File: config.mk
export PLATFORM = sky130hd
export DESIGN_NAME = nor_tree_pipe
export DESIGN_NICKNAME = d
export VERILOG_FILES = /design/src/rtl/nor_tree_pkg.sv /design/src/rtl/or_node.sv /design/src/rtl/nor_tree_pipe.sv
export SDC_FILE = /design/constraint.sdc
export NUM_CORES = 1
export LEC_CHECK = 0
export CAP_MARGIN = 20
export CELL_PAD_IN_SITES_DETAIL_PLACEMENT = 1
export CELL_PAD_IN_SITES_GLOBAL_PLACEMENT = 1
export CORE_MARGIN = 2
export CORE_UTILIZATION = 31
export CTS_BUF_LIST = sky130_fd_sc_hd__clkbuf_4
export CTS_CLUSTER_DIAMETER = 120
export DETAILED_ROUTE_END_ITERATION = 12
export PLACE_DENSITY = 0.89
export SETUP_SLACK_MARGIN = 0.2
export SLEW_MARGIN = 20
export SYNTH_ARGS = -nofsm -noshare
export SYNTH_HDL_FRONTEND = slang
export SYNTH_SLANG_ARGS = --single-unit
File: constraint.sdc
create_clock -name CLK -period 3.1 [get_ports CLK]
set_clock_uncertainty 0.2 [all_clocks]
set_input_delay 0.465 -clock CLK [delete_from_list [all_inputs] [get_ports CLK]]
set_output_delay 0.465 -clock CLK [all_outputs]
set_load 0.02 [all_outputs]
File: src/rtl/nor_tree_pkg.sv
// Shared sizing helpers for the pipelined NOR/OR reduction tree.
// Tree depth and per-level node counts are elaboration-time constants.
package nor_tree_pkg;

  // Number of tree levels (= pipeline stages) needed to reduce n operands with fan-in r.
  function automatic int clog_radix(input int n, input int r);
    int lat;
    int cnt;
    lat = 0;
    cnt = n;
    while (cnt > 1) begin
      cnt = (cnt + r - 1) / r;
      lat++;
    end
    if (lat < 1) begin
      lat = 1;
    end
    return lat;
  endfunction

  // Number of nodes produced at tree level lvl (level 0 consumes the raw operands).
  function automatic int nodes_at_level(input int n, input int r, input int lvl);
    int cnt;
    cnt = n;
    for (int i = 0; i <= lvl; i++) begin
      cnt = (cnt + r - 1) / r;
    end
    return cnt;
  endfunction

  function automatic bit params_legal(input int n, input int r);
    return (n >= 2) && (r >= 2) && (r <= 4);
  endfunction

endpackage

File: src/rtl/or_node.sv
// One tree node: bitwise OR of RADIX operands; unused slots are tied to zero by the caller.
module or_node #(
  parameter int WIDTH = 8,
  parameter int RADIX = 3
) (
  input  logic [RADIX*WIDTH-1:0] opnd_i,
  output logic [WIDTH-1:0]       res_o
);

  always_comb begin
    res_o = '0;
    for (int k = 0; k < RADIX; k++) begin
      res_o = res_o | opnd_i[k*WIDTH +: WIDTH];
    end
  end

endmodule

File: src/rtl/nor_tree_pipe.sv
// Pipelined NUM_IN x WIDTH NOR/OR reduction with one register per tree level and a
// single global advance shared by every stage for valid/ready flow control.
module nor_tree_pipe
  import nor_tree_pkg::*;
#(
  parameter int WIDTH  = 8,
  parameter int NUM_IN = 9,
  parameter int RADIX  = 3
) (
  input  logic                    CLK,
  input  logic                    RST,
  input  logic [NUM_IN*WIDTH-1:0] IN,
  input  logic                    INV,
  input  logic                    IN_VALID,
  output logic                    IN_READY,
  output logic [WIDTH-1:0]        Y,
  output logic                    ALL_ZERO,
  output logic                    OUT_VALID,
  input  logic                    OUT_READY
);

  localparam int LAT   = clog_radix(NUM_IN, RADIX);
  localparam int N0    = nodes_at_level(NUM_IN, RADIX, 0);
  localparam int DEPTH = (LAT > 1) ? LAT - 1 : 1;

  if (!params_legal(NUM_IN, RADIX)) begin : g_bad_params
    $error("nor_tree_pipe: NUM_IN must be >= 2 and RADIX must be 2..4");
  end

  logic             adv_s;
  logic [WIDTH-1:0] node_s [DEPTH][N0];
  logic [WIDTH-1:0] data_q [DEPTH][N0];
  logic [WIDTH-1:0] root_s;
  logic [DEPTH-1:0] vld_q, vld_d, inv_q, inv_d;
  logic             fin_vld_s, fin_inv_s;
  logic [WIDTH-1:0] y_q, y_d;
  logic             zero_q, zero_d, ov_q;

  assign adv_s    = ~ov_q | OUT_READY;
  assign IN_READY = adv_s;

  for (genvar l = 0; l < LAT; l++) begin : g_lvl
    localparam int NL = nodes_at_level(NUM_IN, RADIX, l);
    localparam int NP = (l == 0) ? NUM_IN : nodes_at_level(NUM_IN, RADIX, l - 1);
    for (genvar j = 0; j < N0; j++) begin : g_node
      if (j < NL) begin : g_used
        logic [RADIX*WIDTH-1:0] opnd_s;
        // Slots past the previous level's node count are the zero padding.
        for (genvar k = 0; k < RADIX; k++) begin : g_opnd
          if (j*RADIX + k >= NP) begin : g_zero
            assign opnd_s[k*WIDTH +: WIDTH] = '0;
          end else if (l == 0) begin : g_in
            assign opnd_s[k*WIDTH +: WIDTH] = IN[(j*RADIX + k)*WIDTH +: WIDTH];
          end else begin : g_prev
            assign opnd_s[k*WIDTH +: WIDTH] = data_q[l-1][j*RADIX + k];
          end
        end
        if (l == LAT - 1) begin : g_root
          or_node #(.WIDTH(WIDTH), .RADIX(RADIX)) u_node (.opnd_i(opnd_s), .res_o(root_s));
        end else begin : g_mid
          or_node #(.WIDTH(WIDTH), .RADIX(RADIX)) u_node (.opnd_i(opnd_s), .res_o(node_s[l][j]));
        end
      end else if (l < LAT - 1) begin : g_pad
        assign node_s[l][j] = '0;
      end
    end
  end

  // The final stage takes its polarity/valid from the last intermediate stage, or from the input when the tree is one level deep.
  if (LAT == 1) begin : g_fin_direct
    assign fin_vld_s = IN_VALID;
    assign fin_inv_s = INV;
  end else begin : g_fin_piped
    assign fin_vld_s = vld_q[LAT-2];
    assign fin_inv_s = inv_q[LAT-2];
  end

  // Next-state for side-band shift registers and the registered result.
  always_comb begin
    vld_d  = (vld_q << 1) | DEPTH'(IN_VALID);
    inv_d  = (inv_q << 1) | DEPTH'(INV);
    y_d    = fin_inv_s ? ~root_s : root_s;
    zero_d = ~|root_s;
  end

  // All stages shift together on adv_s and hold otherwise; RST clears every stage.
  always_ff @(posedge CLK) begin
    if (RST) begin
      vld_q  <= '0;
      inv_q  <= '0;
      y_q    <= '0;
      zero_q <= 1'b0;
      ov_q   <= 1'b0;
      for (int d = 0; d < DEPTH; d++) begin
        for (int j = 0; j < N0; j++) begin
          data_q[d][j] <= '0;
        end
      end
    end else if (adv_s) begin
      vld_q  <= vld_d;
      inv_q  <= inv_d;
      y_q    <= y_d;
      zero_q <= zero_d;
      ov_q   <= fin_vld_s;
      for (int d = 0; d < DEPTH; d++) begin
        for (int j = 0; j < N0; j++) begin
          data_q[d][j] <= node_s[d][j];
        end
      end
    end else begin
      ov_q <= ov_q;
    end
  end

  assign Y         = y_q;
  assign ALL_ZERO  = zero_q;
  assign OUT_VALID = ov_q;

endmodule

==> impl_metrics.ini <==
[flow_run]
timing.max_cap.violations = 0

[sta]
timing_max_transition_violations_final = 0
setup-violations-final = 0
timing_worst_slew_pin_value_ps = 926.1
finalWorstSetupSlack_ps = 709.7
grt_setup_unrepaired = no
slew_headroom_pct = 38.19
worst_hold_slack_ps = 264.4
timing.setup.tns_ps = 0
timing.final.crit_share_pct = 77.11
hold_viol = 0
timing.final.crit_period_ps = 2390
fmax_mhz = 418.4

[drt]
route.antenna.remaining_nets = 0
route.final.wire_length_mm = 4.221
drtPass1Iterations = 4
via_count = 1444
post_drt_wl_per_cell_um = 14.56
drcViolationCount = 0
dr.first_iter.drc_count = 54
avgViaCountPerCell = 4.979

[die]
core_region_area_sq_um = 4817
die-width_um = 75.29
fp.dieArea_sq_um = 5668
initial_utilization_pct = 32.70
chipHeight_um = 75.29
floorplan.io_pins = 88
row_count = 25

[synth]
yosys.area.top_type_share_pct = 45.75
syn-mean-instance-area_sq_um = 12.02
synth_top_cells_by_area = edfxtp_1 (46%), dfxtp_1 (15%), o31a_1 (13%)
postSynthNetCount = 208
netlist_area_sq_um = 1575
yosys_most_used_dff = edfxtp_1
ffs_w_async_s_r_synth_pct = 0
synth-edff-count = 24
yosys.cell_types.count = 22
synth_sequential_area_ratio_pct = 61.00
synth_cells = 131
ffs_latches_synth = 36
ys.warnings.count = 0
netlist_top_cells_count = edfxtp_1 (24), o31a_1 (24), nand2_1 (13)
synthDominantAreaCellType = edfxtp_1

[worst_setup_path]
crit_top_cell = clkdlybuf4s50_1
rrSetupSlack_ps = 1110
worst-path-max-fanout = 4
crit_path_top_delay_cell = clkdlybuf4s50_1
critPathTopFamily = buffers and inverters
max_stage_delay_ps = 550
crit_type = in -> out
worst-path-buf-inv = 3
timing.rr.start = OUT_VALID
reg2regPathDepth = 4
path_cells = clkdlybuf4s50_1 -> nor2b_1 -> inv_1 -> clkdlybuf4s50_1
timing.rr.end = data_q[0][3]
worst_setup_path_end_kind = primary output
critPathLaunchType = input pin
critical_path_arrival_ps = 1730
required_ps = 2430

[layout]
antenna_diode_instance_count = 0
flow.area_growth_from_synthesis_pct = 63.78
postLayoutCellArea_sq_um = 2580
finalNetCount = 300
fillerInstances = 532
drive_above_1_share_pct = 6.726
final_util_pct = 53.56

[min_path]
timing.hold.worst.class = reg -> reg
holdPathStages = 2
worstHoldEndpoint = Y[5]
hold_path_startpoint = Y[5]

[clock_network]
cts_tree = done
path_clk_slew_ps = 90
cts_buffers = 5
cts_post_setup_buffers_inserted = 0
clkLatencyLatePin_ps = 330
cts_resized = 0
cts_hold_buffers = 0
clock_sinks = 36
cts_max_path_buffers = 2
root_buffer = clkbuf_4
cts-htree-levels = 2

[grt]
grt_use_total_pct = 16.58
grt_pass1_vias = 1561
grt_pass1_wl_mm = 6.948
antenna_found_initial = 0
grt_max_degree = 25
grt-ovfl-total = 0

[power]
maximum_vdd_ir_drop_mv = 0.2049
cellLeakagePower_nw = 0.9194
powerDensity_nw_per_um2 = 405.6

[placement]
place_area_sq_um = 2527
finalWeightedCongestion = 0.6807
hpwl_mm = 3.409
detailedPlace.worstSlack_ps = 527.5
numPortBuffers = 87

[outcome]
outcome = finished, final reports clean
[power by group]
part / leakage, nW / switching, mW / internal, mW / total (mW)
logic: 0.525 / 0.0753 / 0.143 / 0.218
registers: 0.362 / 0.0291 / 0.557 / 0.586
clock network: 0.0322 / 0.139 / 0.103 / 0.242
[per-layer routing]
| layer | global-route usage (%) | vias to the layer above | share of wire [%] |
|---|---|---|---|
| met5 | 0 | - | 0 |
| met4 | 7.407 | 0 | 1.8 |
| met3 | 3.079 | 7 | 4.4 |
| met2 | 30.14 | 52 | 54 |
| met1 | 18.72 | 673 | 40 |
| li1 | - | 712 | - |
[state kept, by name, indices dropped and copies added, names as in the netlist]
register,flops
Y,8
OUT_VALID,1
ALL_ZERO,1
fin_vld_s,1
data_q,24
fin_inv_s,1
[logic make-up after synthesis]
logic type	count (synthesis)	share of synthesized area, %
buffers and inverters	7	2.462
AOI/OAI and AO/OA	43	21.05
DFF	36	61.00
and+or+nand+nor	45	15.49
[worst reg2reg max path: stages (launching register included)]
cell     delay, ps
dfxtp_1        320
nor2b_1        150
buf_4          180
nor2_2         710
o31a_1         280
[worst max-delay path by stage]
stage / start / end / slack (ps) / cells after the start
2_1_floorplan: OUT_VALID / data_q[0][0] / 1260 / 2
3_3_place_gp: OUT_READY / data_q[0][15] / 620 / 5
3_5_place_dp: OUT_READY / data_q[0][2] / 530 / 5
4_1_cts: OUT_READY / IN_READY / 680 / 4
5_1_grt: OUT_READY / IN_READY / 610 / 4
6_report: OUT_READY / IN_READY / 710 / 4
[placed cells by master (no fill, tap or decap), types with 8 or more instances in the layout]
master | Yosys | routed
a21oi_1 | 9 | 9
dfxtp_1 | 12 | 12
nand2_1 | 13 | 13
clkdlybuf4s50_1 | 0 | 87
edfxtp_1 | 24 | 24
o31a_1 | 24 | 24
nor3_1 | 8 | 8
o31ai_1 | 9 | 9
[through the flow]
step / cells / power (mW)
floorplan: 131 / 0.6703
global placement: 283 / 0.8089
detailed placement: 283 / 0.8187
CTS: 290 / 1.062
global route: 290 / 1.097
finish: 290 / 1.047
[cell type report]
class	count	area (sq um)	share of cell area, %
sequential	36	960.9	37.25
timing repair buffer	91	900.9	34.92
multi-input combinational	88	578.1	22.41
tap	67	83.83	3.249
clock buffer	7	52.55	2.037
inverter	1	3.754	0.1455
Note: power is estimated with default switching activity, not from simulation.
